**src/rtl/stack_store_writer_pkg.sv**
```systemverilog
// stack_store_writer_pkg
//   Shared widths, stack page, write-op and FSM state encodings for the CPU write sequencer,
//   plus small helpers that describe each op (byte count, whether it moves SP).
package stack_store_writer_pkg;

    localparam int unsigned REG_WIDTH  = 8;
    localparam int unsigned ADDR_WIDTH = 16;

    // Page added to SP to form the stack address.
    localparam logic [ADDR_WIDTH-1:0] STACK_BASE = 16'h0100;

    typedef enum logic [1:0] {
        WOP_STORE    = 2'd0,
        WOP_PUSH1    = 2'd1,
        WOP_PUSH_PC  = 2'd2,
        WOP_PUSH_IRQ = 2'd3
    } wop_e;

    typedef enum logic [1:0] {
        StIdle   = 2'd0,
        StWrite  = 2'd1,
        StFinish = 2'd2
    } state_e;

    // Number of bytes written by an op.
    function automatic logic [1:0] wop_len(input wop_e op);
        case (op)
            WOP_PUSH_PC:  return 2'd2;
            WOP_PUSH_IRQ: return 2'd3;
            default:      return 2'd1;
        endcase
    endfunction

    // Every op other than a plain store goes through the stack and moves SP.
    function automatic logic wop_is_push(input wop_e op);
        return op != WOP_STORE;
    endfunction

endpackage

```
**src/rtl/stack_store_writer_if.sv**
```systemverilog
// stack_store_writer_if
//   Memory write bus between the write sequencer and the memory/bus mux.
//   Signals:
//     mem_we     write strobe (held until mem_ready)
//     mem_addr   write address
//     mem_wdata  write data
//     mem_ready  memory accepted the current write this cycle
//   Modports:
//     master  write sequencer side (drives strobe/address/data, samples ready)
//     slave   memory side
interface stack_store_writer_if;
    import stack_store_writer_pkg::*;

    logic                  mem_we;
    logic [ADDR_WIDTH-1:0] mem_addr;
    logic [REG_WIDTH-1:0]  mem_wdata;
    logic                  mem_ready;

    modport master (
        output mem_we,
        output mem_addr,
        output mem_wdata,
        input  mem_ready
    );

    modport slave (
        input  mem_we,
        input  mem_addr,
        input  mem_wdata,
        output mem_ready
    );

endinterface

```
**src/rtl/stack_store_writer.sv**
```systemverilog
// stack_store_writer
//   Sequences all CPU memory writes: single-byte stores, single-byte pushes and multi-byte
//   pushes (return address, return address plus status). Owns SP arithmetic for pushes and
//   the write handshake with memory.
//   Ports:
//     phi1       clock, all state changes on the rising edge
//     reset_n    synchronous active-low reset
//     start      request strobe, only sampled while idle
//     op         0=STORE, 1=PUSH1, 2=PUSH_PC, 3=PUSH_IRQ
//     addr_in    target address for STORE
//     data_in    byte for STORE/PUSH1
//     pc_in      return address for PUSH_PC/PUSH_IRQ
//     status_in  P register for PUSH_IRQ
//     sp_in      current stack pointer
//     busy       request in progress
//     done       one-cycle completion pulse
//     sp_out     updated stack pointer
//     sp_we      one-cycle SP update pulse, with done, push ops only
//     mem        memory write bus (master side)
module stack_store_writer
    import stack_store_writer_pkg::*;
(
    input  logic                  phi1,
    input  logic                  reset_n,
    input  logic                  start,
    input  logic [1:0]            op,
    input  logic [ADDR_WIDTH-1:0] addr_in,
    input  logic [REG_WIDTH-1:0]  data_in,
    input  logic [ADDR_WIDTH-1:0] pc_in,
    input  logic [REG_WIDTH-1:0]  status_in,
    input  logic [REG_WIDTH-1:0]  sp_in,
    output logic                  busy,
    output logic                  done,
    output logic [REG_WIDTH-1:0]  sp_out,
    output logic                  sp_we,
    stack_store_writer_if.master  mem
);

    // Byte k of a request: PCH, PCL, P for return-address pushes, the data byte otherwise.
    function automatic logic [REG_WIDTH-1:0] sel_byte(
        input wop_e                  o,
        input logic [1:0]            k,
        input logic [REG_WIDTH-1:0]  d,
        input logic [ADDR_WIDTH-1:0] pc,
        input logic [REG_WIDTH-1:0]  p
    );
        if (o == WOP_PUSH_PC || o == WOP_PUSH_IRQ) begin
            case (k)
                2'd0:    return pc[ADDR_WIDTH-1 -: REG_WIDTH];
                2'd1:    return pc[REG_WIDTH-1:0];
                default: return p;
            endcase
        end
        return d;
    endfunction

    // Address of byte k: the plain target for a store, else page 1 at (sp - k) mod 256.
    function automatic logic [ADDR_WIDTH-1:0] write_addr(
        input wop_e                  o,
        input logic [1:0]            k,
        input logic [ADDR_WIDTH-1:0] a,
        input logic [REG_WIDTH-1:0]  sp
    );
        logic [REG_WIDTH-1:0] slot;
        // Kept at SP width so the subtraction wraps inside the stack page.
        slot = sp - REG_WIDTH'(k);
        if (o == WOP_STORE) begin
            return a;
        end
        return STACK_BASE + {{(ADDR_WIDTH - REG_WIDTH){1'b0}}, slot};
    endfunction

    state_e                state_q, state_d;
    logic [1:0]            idx_q, idx_d;
    wop_e                  op_q, op_d;
    logic [ADDR_WIDTH-1:0] addr_q, addr_d;
    logic [REG_WIDTH-1:0]  data_q, data_d;
    logic [ADDR_WIDTH-1:0] pc_q, pc_d;
    logic [REG_WIDTH-1:0]  status_q, status_d;
    logic [REG_WIDTH-1:0]  sp_q, sp_d;

    logic                  mem_we_q, mem_we_d;
    logic [ADDR_WIDTH-1:0] mem_addr_q, mem_addr_d;
    logic [REG_WIDTH-1:0]  mem_wdata_q, mem_wdata_d;
    logic                  done_q, done_d;
    logic                  sp_we_q, sp_we_d;
    logic [REG_WIDTH-1:0]  sp_out_q, sp_out_d;

    wop_e                  op_in;
    logic                  last_byte;
    logic [1:0]            idx_nxt;

    assign op_in     = wop_e'(op);
    assign last_byte = (idx_q == (wop_len(op_q) - 2'd1));
    assign idx_nxt   = idx_q + 2'd1;

    always_comb begin
        state_d     = state_q;
        idx_d       = idx_q;
        op_d        = op_q;
        addr_d      = addr_q;
        data_d      = data_q;
        pc_d        = pc_q;
        status_d    = status_q;
        sp_d        = sp_q;
        mem_we_d    = mem_we_q;
        mem_addr_d  = mem_addr_q;
        mem_wdata_d = mem_wdata_q;
        done_d      = 1'b0;
        sp_we_d     = 1'b0;
        sp_out_d    = sp_out_q;

        case (state_q)
            StIdle: begin
                if (start) begin
                    // Snapshot the request; later input changes must not leak in.
                    op_d        = op_in;
                    addr_d      = addr_in;
                    data_d      = data_in;
                    pc_d        = pc_in;
                    status_d    = status_in;
                    sp_d        = sp_in;
                    idx_d       = 2'd0;
                    state_d     = StWrite;
                    // Byte 0 is computed from the live inputs so it is on the bus next cycle.
                    mem_we_d    = 1'b1;
                    mem_addr_d  = write_addr(op_in, 2'd0, addr_in, sp_in);
                    mem_wdata_d = sel_byte(op_in, 2'd0, data_in, pc_in, status_in);
                end
            end

            StWrite: begin
                // Without mem_ready everything holds: unlimited wait states.
                if (mem.mem_ready) begin
                    if (last_byte) begin
                        state_d  = StFinish;
                        mem_we_d = 1'b0;
                        done_d   = 1'b1;
                        if (wop_is_push(op_q)) begin
                            sp_we_d  = 1'b1;
                            sp_out_d = sp_q - REG_WIDTH'(wop_len(op_q));
                        end
                    end else begin
                        idx_d       = idx_nxt;
                        mem_addr_d  = write_addr(op_q, idx_nxt, addr_q, sp_q);
                        mem_wdata_d = sel_byte(op_q, idx_nxt, data_q, pc_q, status_q);
                    end
                end
            end

            StFinish: begin
                state_d = StIdle;
                idx_d   = 2'd0;
            end

            default: begin
                state_d  = StIdle;
                idx_d    = 2'd0;
                mem_we_d = 1'b0;
            end
        endcase
    end

    always_ff @(posedge phi1) begin
        if (!reset_n) begin
            state_q     <= StIdle;
            idx_q       <= 2'd0;
            op_q        <= WOP_STORE;
            addr_q      <= '0;
            data_q      <= '0;
            pc_q        <= '0;
            status_q    <= '0;
            sp_q        <= '0;
            mem_we_q    <= 1'b0;
            mem_addr_q  <= '0;
            mem_wdata_q <= '0;
            done_q      <= 1'b0;
            sp_we_q     <= 1'b0;
            sp_out_q    <= '0;
        end else begin
            state_q     <= state_d;
            idx_q       <= idx_d;
            op_q        <= op_d;
            addr_q      <= addr_d;
            data_q      <= data_d;
            pc_q        <= pc_d;
            status_q    <= status_d;
            sp_q        <= sp_d;
            mem_we_q    <= mem_we_d;
            mem_addr_q  <= mem_addr_d;
            mem_wdata_q <= mem_wdata_d;
            done_q      <= done_d;
            sp_we_q     <= sp_we_d;
            sp_out_q    <= sp_out_d;
        end
    end

    assign busy          = (state_q != StIdle);
    assign done          = done_q;
    assign sp_we         = sp_we_q;
    assign sp_out        = sp_out_q;
    assign mem.mem_we    = mem_we_q;
    assign mem.mem_addr  = mem_addr_q;
    assign mem.mem_wdata = mem_wdata_q;

endmodule

```
**src/flat_wrapper.sv**
```systemverilog
// flat-port wrapper written by rule: the top's interface ports become plain ports
module stack_store_writer_flat import stack_store_writer_pkg::*;
  (phi1, reset_n, start, op, addr_in, data_in, pc_in, status_in, sp_in, busy, done, sp_out, sp_we, mem_mem_we, mem_mem_addr, mem_mem_wdata, mem_mem_ready);
  stack_store_writer_if mem_i ();
  input  logic phi1;
  input  logic reset_n;
  input  logic start;
  input  logic [1:0] op;
  input  logic [ADDR_WIDTH-1:0] addr_in;
  input  logic [REG_WIDTH-1:0] data_in;
  input  logic [ADDR_WIDTH-1:0] pc_in;
  input  logic [REG_WIDTH-1:0] status_in;
  input  logic [REG_WIDTH-1:0] sp_in;
  output logic busy;
  output logic done;
  output logic [REG_WIDTH-1:0] sp_out;
  output logic sp_we;
  output wire logic [$bits(mem_i.mem_we)-1:0] mem_mem_we;
  output wire logic [$bits(mem_i.mem_addr)-1:0] mem_mem_addr;
  output wire logic [$bits(mem_i.mem_wdata)-1:0] mem_mem_wdata;
  input wire logic [$bits(mem_i.mem_ready)-1:0] mem_mem_ready;
  assign mem_mem_we = mem_i.mem_we;
  assign mem_mem_addr = mem_i.mem_addr;
  assign mem_mem_wdata = mem_i.mem_wdata;
  assign mem_i.mem_ready = mem_mem_ready;
  stack_store_writer u_core (.phi1(phi1), .reset_n(reset_n), .start(start), .op(op), .addr_in(addr_in), .data_in(data_in), .pc_in(pc_in), .status_in(status_in), .sp_in(sp_in), .busy(busy), .done(done), .sp_out(sp_out), .sp_we(sp_we), .mem(mem_i));
endmodule
```
**config.mk**
```make
export PLATFORM = sky130hd
export DESIGN_NAME = stack_store_writer_flat
export DESIGN_NICKNAME = d
export VERILOG_FILES = /design/src/rtl/stack_store_writer_pkg.sv /design/src/rtl/stack_store_writer_if.sv /design/src/rtl/stack_store_writer.sv /design/src/flat_wrapper.sv
export SDC_FILE = /design/constraint.sdc
export NUM_CORES = 1
export LEC_CHECK = 0
export BUFFER_PORTS_ARGS = -buffer_cell sky130_fd_sc_hd__buf_2
export CAP_MARGIN = 25
export CORE_ASPECT_RATIO = 1.75
export CORE_MARGIN = 8
export CORE_UTILIZATION = 55
export CTS_BUF_LIST = sky130_fd_sc_hd__clkbuf_8
export DETAILED_ROUTE_END_ITERATION = 6
export PLACE_DENSITY = 0.88
export SETUP_SLACK_MARGIN = 0.02
export SYNTH_ARGS = -nofsm -noshare
export SYNTH_HDL_FRONTEND = slang
export SYNTH_SLANG_ARGS = --single-unit
```
**constraint.sdc**
```tcl
create_clock -name phi1 -period 5.2 [get_ports phi1]
set_input_delay 0.52 -clock phi1 [delete_from_list [all_inputs] [get_ports phi1]]
set_output_delay 0.52 -clock phi1 [all_outputs]
set_load 0.01 [all_outputs]
```
==> summary.md, run 1 <==
| Metric | Value |
|---|---|
| Top cell type by total area after synthesis | `dfxtp_1` |
| Average footprint of a synthesized cell | `8.02 um^2` |
| Cts hold-fix bufs | `0` |
| CP Data Required Time | `5.54 ns` |
| Worst-path clk slew | `0.10 ns` |
| HPWL after DPL | `10000 um` |
| Minimum clock period | `2.81 ns` |
| Final WL | `13900 um` |
| Arr. time, crit path | `3.15 ns` |
| Worst Skew | `0.0143 ns` |
| Num CTS Buffers | `9` |
| Crit Path Max Fanout | `19` |
| DRC viols | `0` |
| Post-DR wirelength/cell | `18.0 um` |
| Syn Nets | `654` |
| Combinational Power Share | `20.4%` |
| Synth top area cells | `dfxtp_1, nand2_1, a21oi_1` |
| Kind of critical path | `register to register` |
| Final slew viol count | `0` |
| Final ANT Viol Nets | `0` |
| Slew @ Worst Pin | `0.849 ns` |
| Sequential power share | `49.1%` |
| Leakage power | `0.00225 uW` |
| Largest net degree at the start of global routing | `60` |
| Via count | `4697` |
| Clk root buf | `clkbuf_8` |
| Switching Share | `31.7%` |
| Worst path bufs/invs | `2` |
| Die Ht | `138 um` |
| Yosys top cell area share | `41.5%` |
| Dominant register cell in the synthesized netlist | `dfxtp_1` |
| Initial Utilization | `56.3%` |
| Critical path endpoint category | `register` |
| Max Freq | `355 MHz` |
| Most frequent cells after synthesis | `nand2_1, dfxtp_1, a21oi_1, clkbuf_1, o21ai_0` |
| VDD IR max | `0.174 mV` |
| H-Tree Depth | `3` |
| Async S/R FF share, synth | `0%` |
| Hold Vio Cnt, Final | `0` |
| DIE WIDTH | `85.7 um` |
| Status | `complete, no violations` |
| Clock share of power | `30.5%` |
| Setup-failing EPs final | `0` |
| Place WS | `2.41 ns` |
| CTS tree | `built` |
| Gpl congestion | `0.927` |
| Global-route wire length before repair | `22100 um` |
| Antenna violations before repair | `0` |
| Final setup TNS | `0 ns` |
| Final period utilization | `54.1%` |
| EDFF count, synth | `0` |
| Core Rows | `44` |
| RSZ-0062 raised after global routing | `no` |
| Top delay family on crit path | `adder cells` |
| Initial DRC Count | `518` |
| Overall power | `1710 uW` |
| Seq cells post-synth | `97` |
| Area grow syn2layout | `15.2%` |
| Ports | `98` |
| CP Cell Sequence | `inv_1 > ha_1 > inv_1 > ha_1 > nor2b_1 > or4_2 > a31oi_1 > o311a_1` |
| Max-Cap Viols | `0` |
| Seq/Total Area, Yosys | `41.5%` |
| Overflow left after global routing | `0` |
| Port bufs | `97` |
| Vias in the first global route | `4697` |
| Clock buffer depth | `2` |
| Buffer count from post-CTS setup fixing | `0` |
| Core area | `0.00831 mm^2` |
| Worst path slowest cell | `ha_1` |
| PnR worst setup slack | `2.39 ns` |
| CTS sink count | `97` |
| Drt first pass iters | `5` |
| Post-synth cell types | `54` |
| Hold WC Path Type | `input port to register` |
| CTS resizes | `0` |
| Synthesized instance count | `584` |
| Worst skew pair latency | `0.39 ns` |
| Slew margin rel. | `43.2%` |
| All-Layer GR Usage | `23.1%` |
| Die area | `0.0118 mm^2` |
| Startpoint types | `register` |
| DR vias/cell | `6.10` |
| Power Dens Cells | `318 mW/mm^2` |
| Share of post-route cells with drive strength above 1 | `20.8%` |
| Largest incremental delay on the critical path | `0.69 ns` |
| Count leader, synth | `nand2_1` |
| Yosys warning count | `0` |
| Sw Pwr | `542 uW` |
| Final nets | `720` |
| Pint | `1170 uW` |
| Antenna diode count | `0` |
| Mapped Area | `0.00468 mm^2` |
-- power groups by stage --
| stage | Combinational (uW) | Sequential (uW) | Clock [uW] |
|---|---|---|---|
| final | 349 | 842 | 522 |
| after global routing | 383 | 847 | 558 |
| after CTS | 343 | 840 | 529 |
| after detailed placement | 341 | 857 | 0 |
| after global placement | 330 | 854 | 0 |
| after floorplan | 228 | 851 | 0 |
-- worst min-delay path, delay by kind of cell --
family	cells	cell delay (ns)
buffers and inverters	1	0.09
AO/OA/AOI/OAI	1	0.05
AND/OR/NAND/NOR	1	0.04
-- registers in the layout (all words and copies together), names as in the netlist --
name and flops:
u_core.done 1, u_core.data_q 8, u_core.sp_out 8, u_core.mem.mem_addr 16, u_core.mem.mem_we 1, u_core.pc_q 16
u_core.idx_q 2, u_core.addr_q 16, u_core.sp_q 8, u_core.state_q 2, u_core.op_q 2, u_core.mem.mem_wdata 8
u_core.status_q 8, u_core.sp_we 1
-- stage by stage --
step / instances / util (%) / area, um^2 / hold WS, ns
after floorplan: 584 / - / 4680 / 0.431
after detailed placement: 752 / 62.0 / 5160 / 0.447
after CTS: 768 / 64.6 / 5370 / 0.339
after global placement: 751 / 61.9 / 5150 / 0.440
final: 770 / 64.9 / 5390 / 0.355
after global routing: 770 / 64.9 / 5390 / 0.358
-- final timing paths --
kind / start / end / slack (ns) / cells after the start
worst max-delay path: u_core.idx_q[0] / u_core.mem.mem_addr[3] / 2.39 / 8
worst min-delay path: pc_in[3] / u_core.pc_q[3] / 0.36 / 3
worst max register to register: u_core.idx_q[0] / u_core.mem.mem_addr[3] / 2.39 / 8
worst min register to register: u_core.pc_q[8] / u_core.pc_q[8] / 0.46 / 2
-- kinds of logic (layout without fill, tap and decap cells) --
logic type               Yosys count  in the layout  synth area share [%]
XOR/XNOR                           8              8                  1.50
buffers and inverters             59            130                  5.00
adder cells (fa/ha/maj)            8              8                  2.46
AO/OA/AOI/OAI                    185            185                  25.7
AND/OR/NAND/NOR                  217            217                  21.8
flip-flops                        97             97                  41.5
multiplexers                      10             10                  2.14
-- cells in the final DEF, fill, tap and decap left out, types with 10 or more instances in the layout --
cell        n
buf_2      97
dfxtp_1    97
a211oi_1   13
nor2_1     13
nand2b_1   12
o21ai_0    28
mux2i_1    10
nor2b_1    11
nand2_1   132
a21oi_1    85
-- cell type report --
class                   instances  area [um^2]
multi-input cells             428         2510
well taps                     115          144
inverters                      10         37.5
clock buffers                   9          124
fillers                       701         2920
repair buffers                104          554
flip-flops and latches         97         1940
clock inverters                 7         85.1
-- layer usage --
metal	share of wire, %	up-vias	GRT usage [%]	wire length (um)
met5	0	-	0	0
met3	6.1	67	5.22	849
met4	5.6	0	16.2	777
met2	52	234	40.7	7280
met1	36	2182	23.1	4960
li1	-	2214	-	-
No activity file was read; power rests on OpenSTA's default activity.
==> inputs of run 2 (changes only) <==
--- a/config.mk
+++ b/config.mk
@@ -5,6 +5,7 @@
 export SDC_FILE = /design/constraint.sdc
 export NUM_CORES = 1
 export LEC_CHECK = 0
+export ABC_AREA = 1
 export BUFFER_PORTS_ARGS = -buffer_cell sky130_fd_sc_hd__buf_2
 export CAP_MARGIN = 25
 export CORE_ASPECT_RATIO = 1.75
==> constraint.sdc (replaced) <==
create_clock -name phi1 -period 2.95 [get_ports phi1]
set_input_delay 0.295 -clock phi1 [delete_from_list [all_inputs] [get_ports phi1]]
set_output_delay 0.295 -clock phi1 [all_outputs]
set_load 0.01 [all_outputs]
==> summary.md, run 2 <==
| Metric | Value |
|---|---|
| Post-DR wirelength/cell | `15.6 um` |
| Initial Utilization | `56.4%` |
| Status | `complete, no violations` |
| Gpl congestion | `0.985` |
| Seq/Total Area, Yosys | `41.7%` |
| Average footprint of a synthesized cell | `6.68 um^2` |
| Core Rows | `44` |
| Final period utilization | `79.4%` |
| Die area | `0.0118 mm^2` |
| RSZ-0062 raised after global routing | `no` |
| Worst Skew | `0.0117 ns` |
| Worst-path clk slew | `0.10 ns` |
| Antenna violations before repair | `0` |
| Final setup TNS | `0 ns` |
| Minimum clock period | `2.34 ns` |
| Post-synth cell types | `30` |
| Leakage power | `0.00260 uW` |
| Cell Area, Placed | `0.00515 mm^2` |
| Wire length on met3 | `1020 um` |
| Fill count | `779` |
| Seq cells post-synth | `97` |
| Die Ht | `138 um` |
| Setup-failing EPs final | `0` |
| Antenna diode count | `0` |
| Cts hold-fix bufs | `0` |
| CP Data Required Time | `3.23 ns` |
| Clk root buf | `clkbuf_8` |
| Final WL | `13600 um` |
| Synth top area cells | `dfxtp_1, nor2_1, o21ai_0` |
| Power Dens Cells | `594 mW/mm^2` |
| Largest net degree at the start of global routing | `63` |
| DRC viols | `0` |
| HPWL after DPL | `9770 um` |
| Slew @ Worst Pin | `0.994 ns` |
| Vias in the first global route | `4707` |
| Most common cell after layout, fill and taps aside | `nor2_1` |
| Hold WC Path Type | `input port to register` |
| Worst skew pair latency | `0.38 ns` |
| Drt first pass iters | `7` |
| Most frequent cells after synthesis | `nor2_1, nand2_1, o21ai_0, dfxtp_1, inv_1` |
| Final ANT Viol Nets | `0` |
| CTS resizes | `0` |
| Initial DRC Count | `375` |
| Buffer count from post-CTS setup fixing | `0` |
| Startpoint types | `register` |
| Placed Cells | `856` |
| Yosys warning count | `0` |
| Clock buffer depth | `2` |
| Ports | `98` |
| Core area | `0.00826 mm^2` |
| Max Freq | `427 MHz` |
| Async S/R FF share, synth | `0%` |
| Final std cells w/o fill | `872` |
| Mapped Area | `0.00466 mm^2` |
| Final slew viol count | `0` |
| Syn Nets | `768` |
| Num CTS Buffers | `9` |
| Metal-1 WL | `5170 um` |
| Yosys top cell area share | `41.7%` |
| Synthesized instance count | `698` |
| VDD IR max | `0.339 mV` |
| Slew margin rel. | `33.6%` |
| Top cell type by total area after synthesis | `dfxtp_1` |
| Arr. time, crit path | `2.63 ns` |
| Share of post-route cells with drive strength above 1 | `16.9%` |
| CTS tree | `built` |
| EDFF count, synth | `0` |
| Dominant register cell in the synthesized netlist | `dfxtp_1` |
| Global-route wire length before repair | `21700 um` |
| DIE WIDTH | `85.6 um` |
| Area grow syn2layout | `15.1%` |
| H-Tree Depth | `3` |
| Final nets | `845` |
| Critical path endpoint category | `register` |
| Most frequent cells in the layout | `nor2_1, nand2_1, o21ai_0, buf_2, dfxtp_1` |
| Max-Cap Viols | `0` |
| Hold Vio Cnt, Final | `0` |
| Crit Path Max Fanout | `16` |
| DR vias/cell | `5.58` |
| Via count | `4863` |
| All-Layer GR Usage | `23.2%` |
| Hold Worst Slack | `0.137 ns` |
| Metal2 WL | `6840 um` |
| Post-route cell area | `0.00536 mm^2` |
| Overflow left after global routing | `0` |
| CTS sink count | `97` |
| Count leader, synth | `nor2_1` |
| Uppermost layer routed | `met4` |
| Kind of critical path | `register to register` |
| Port bufs | `97` |
-- run 2: cell types whose count changed in the layout (fill, tap and decap cells not counted), moves of 10 or more --
cell,previous run,this run
nand2_1,132,116
nor2b_1,11,0
nand3_1,9,28
nor2_1,13,152
inv_1,8,59
a21oi_1,85,54
o21ai_0,28,102
a211oi_1,13,0
nand2b_1,12,0
mux2i_1,10,0
-- run 2: area by class of cell --
class	instances	area [um^2]	share of cell area, %
clock inverter	7	86.3	1.61
sequential	97	1940	36.2
tap	92	115	2.15
multi-input combinational	497	2300	42.9
timing repair buffer	106	553	10.3
inverter	64	240	4.48
clock buffer	9	124	2.31
-- run 2: final timing paths --
check / start / end / slack, ns / depth (start not counted)
worst max-delay path: u_core.idx_q[0] / u_core.mem.mem_addr[7] / 0.61 / 12
worst min-delay path: pc_in[1] / u_core.pc_q[1] / 0.14 / 3
worst max register to register: u_core.idx_q[0] / u_core.mem.mem_addr[7] / 0.61 / 12
worst min register to register: u_core.addr_q[10] / u_core.addr_q[10] / 0.46 / 2
-- run 2: logic make-up (layout without fill, tap and decap cells) --
kind of cell    after synthesis  after routing  synth area share (%)
xor+xnor                      4              4                 0.752
flops                        97             97                  41.7
fa+ha+maj                     8              8                  2.47
simple gates                316            316                  27.4
buf+inv                     104            186                  8.94
compound gates              169            169                  18.8
-- run 2: power by group --
group          switching, uW  total [uW]  internal (uW)
Clock                    470         942            472
Combinational            480         739            259
Sequential              70.8        1510           1430
-- run 2: stage by stage --
step	setup slack (ns)	util (%)	power [uW]
floorplan	0.797	-	2020
global placement	0.728	62.4	2240
detailed placement	0.628	62.4	2260
CTS	0.628	64.9	3180
global route	0.317	64.9	3350
finish	0.607	64.9	3190
-- run 2: per-layer routing --
layer  GRT usage [%]  up-vias
met5               0        -
met4            13.2        0
met3            5.08       46
met2            41.0      229
met1            24.7     2200
li1                -     2388
-- run 2: worst max-delay path, cell delays in order (launching register included) --
cell	delay, ns
dfxtp_1	0.36
inv_1	0.10
ha_1	0.37
inv_1	0.40
ha_1	0.33
nand2_1	0.11
nand2_1	0.09
o21ai_0	0.16
nand3_1	0.10
nand2_1	0.07
inv_1	0.04
nor2_1	0.08
nor2_1	0.05
==> inputs of run 3 (changes only) <==
--- a/config.mk
+++ b/config.mk
@@ -10,10 +10,10 @@
 export CAP_MARGIN = 25
 export CORE_ASPECT_RATIO = 1.75
 export CORE_MARGIN = 8
-export CORE_UTILIZATION = 55
+export CORE_UTILIZATION = 51
 export CTS_BUF_LIST = sky130_fd_sc_hd__clkbuf_8
 export DETAILED_ROUTE_END_ITERATION = 6
-export PLACE_DENSITY = 0.88
+export PLACE_DENSITY = 0.86
 export SETUP_SLACK_MARGIN = 0.02
 export SYNTH_ARGS = -nofsm -noshare
 export SYNTH_HDL_FRONTEND = slang
==> constraint.sdc (replaced) <==
create_clock -name phi1 -period 1.9 [get_ports phi1]
set_input_delay 0.19 -clock phi1 [delete_from_list [all_inputs] [get_ports phi1]]
set_output_delay 0.19 -clock phi1 [all_outputs]
set_load 0.01 [all_outputs]
==> summary.md, run 3 (same netlist as run 2, synthesis figures left out) <==
| Metric | Value |
|---|---|
| Status | `complete, no violations` |
| Clock buffer depth | `2` |
| Hold path start | `pc_in[1]` |
| HPWL after DPL | `10200 um` |
| Area grow syn2layout | `20.0%` |
| Critical path endpoint category | `register` |
| Worst path bufs/invs | `3` |
| Core area | `0.00898 mm^2` |
| Stages on worst setup path | `10` |
| PnR worst setup slack | `0.116 ns` |
| All-Layer GR Usage | `22.4%` |
| Drt first pass iters | `5` |
| Ports | `98` |
| Final slew viol count | `0` |
| Multi-input combinational cell area | `0.00235 mm^2` |
| CTS sink count | `97` |
| Leakage power | `0.00268 uW` |
| Power Dens Cells | `889 mW/mm^2` |
| Wire length on met3 | `767 um` |
| Hold Vio Cnt, Final | `0` |
| Share of post-route cells with drive strength above 1 | `20.4%` |
| RSZ-0062 raised after global routing | `yes` |
| Reg-to-reg slack, setup | `0.12 ns` |
| Max Freq | `561 MHz` |
| Minimum clock period | `1.78 ns` |
| Hold Crit Depth | `3` |
| Initial DRC Count | `309` |
| Initial Utilization | `51.9%` |
| Hold Worst Slack | `0.0324 ns` |
| Worst skew pair latency | `0.38 ns` |
| CP Data Required Time | `2.17 ns` |
| H-Tree Depth | `3` |
| Setup-failing EPs final | `0` |
| Most frequent cells in the layout | `nor2_1, nand2_1, o21ai_0, buf_2, dfxtp_1` |
| Antenna violations before repair | `3` |
| Sequential Area | `0.00195 mm^2` |
| Cell Area, Placed | `0.00533 mm^2` |
| Worst-path clk slew | `0.10 ns` |
| Port bufs | `97` |
| Final Core Density | `62.3%` |
| Die area | `0.0126 mm^2` |
| Final ANT Viol Nets | `0` |
| Top delay family on crit path | `adder cells` |
| Crit Path Max Fanout | `4` |
| Metal2 WL | `7160 um` |
| Fill count | `882` |
| CP Cell Sequence | `inv_1 > nand2_1 > ha_1 > inv_1 > fa_1 > inv_1 > nand3_1 > xor2_1 > nor2_1 > nor2_1` |
| Worst Skew | `0.0129 ns` |
| Die Ht | `142 um` |
| Reg2reg start | `u_core.op_q[0]` |
| DR vias/cell | `5.26` |
| Gpl congestion | `0.930` |
| Kind of critical path | `register to register` |
| Vias in the first global route | `4653` |
| Metal-1 WL | `4990 um` |
| Worst path slowest cell | `fa_1` |
| Hold WC Path Type | `input port to register` |
| Most common cell after layout, fill and taps aside | `nor2_1` |
| Final period utilization | `93.9%` |
| CTS tree | `built` |
| Core Rows | `46` |
| Cts hold-fix bufs | `0` |
| Final nets | `858` |
| Startpoint types | `register` |
| Via count | `4821` |
| Post-route cell area | `0.00559 mm^2` |
| Critical path launch point | `u_core.op_q[0]` |
| VDD IR max | `0.552 mV` |
| DIE WIDTH | `88.3 um` |
| DRC viols | `0` |
| Place WS | `0.0141 ns` |
| Largest incremental delay on the critical path | `0.40 ns` |
| Most frequent cell on the critical path | `inv_1` |
| Slew margin rel. | `62.7%` |
| Worst Reg2Reg Path Length in Cells | `10` |
| Overflow left after global routing | `0` |
| Final WL | `13600 um` |
| Final setup TNS | `0 ns` |
| Uppermost layer routed | `met4` |
| Slew @ Worst Pin | `0.559 ns` |
| Max-Cap Viols | `0` |
| Num CTS Buffers | `9` |
| Largest net degree at the start of global routing | `57` |
| Clk root buf | `clkbuf_8` |
| Global-route wire length before repair | `21900 um` |
| Post-DR wirelength/cell | `14.9 um` |
| Arr. time, crit path | `2.05 ns` |
[run 3: changes by cell type in the layout (fill, tap and decap cells not counted), sizes merged]
cell      delta
buf         +13
clkinvlp     +1
inv          -1
diode        +3
[run 3: repair_timing]
item / in CTS / in global routing
pin swaps: 0 / 7
setup buffers: 0 / 1
gates resized for setup: 2 / 17
endpoints found under the setup margin: 2 / 16
[run 3: worst reg2reg max path, cell delays in order, from the launching register on]
cell,delay (ns)
dfxtp_2,0.37
inv_1,0.07
nand2_1,0.08
ha_1,0.19
inv_1,0.07
fa_1,0.40
inv_1,0.09
nand3_1,0.09
xor2_1,0.16
nor2_1,0.10
nor2_1,0.05
[run 3: cell type report]
cell class / count / area share, %
multi-input cells: 497 / 41.9
flip-flops and latches: 97 / 34.8
repair buffers: 119 / 12.3
inverters: 64 / 4.34
well taps: 120 / 2.68
clock buffers: 9 / 2.21
clock inverters: 7 / 1.54
diodes: 3 / 0.134
[run 3: path summary, 6_finish.rpt]
check                      endpoint
hold / removal       u_core.pc_q[1]
setup reg to reg   u_core.sp_out[6]
setup / recovery   u_core.sp_out[6]
hold reg to reg   u_core.addr_q[13]
[run 3: where the power goes]
part | switching (uW) | internal, uW | total, uW
combinational | 749 | 450 | 1200
sequential | 109 | 2230 | 2340
clock | 708 | 730 | 1440
[run 3: metal layers]
| metal | track usage [%] | vias up |
|---|---|---|
| li1 | - | 2425 |
| met1 | 22.4 | 2172 |
| met4 | 16.7 | 0 |
| met3 | 3.93 | 50 |
| met5 | 0 | - |
| met2 | 39.6 | 174 |
[run 3: metrics by stage]
stage                     total power, uW  instances
after floorplan                      3140        698
after global placement               3530        896
after detailed placement             3540        896
after CTS                            4970        912
after global routing                 5250        916
final                                4970        916
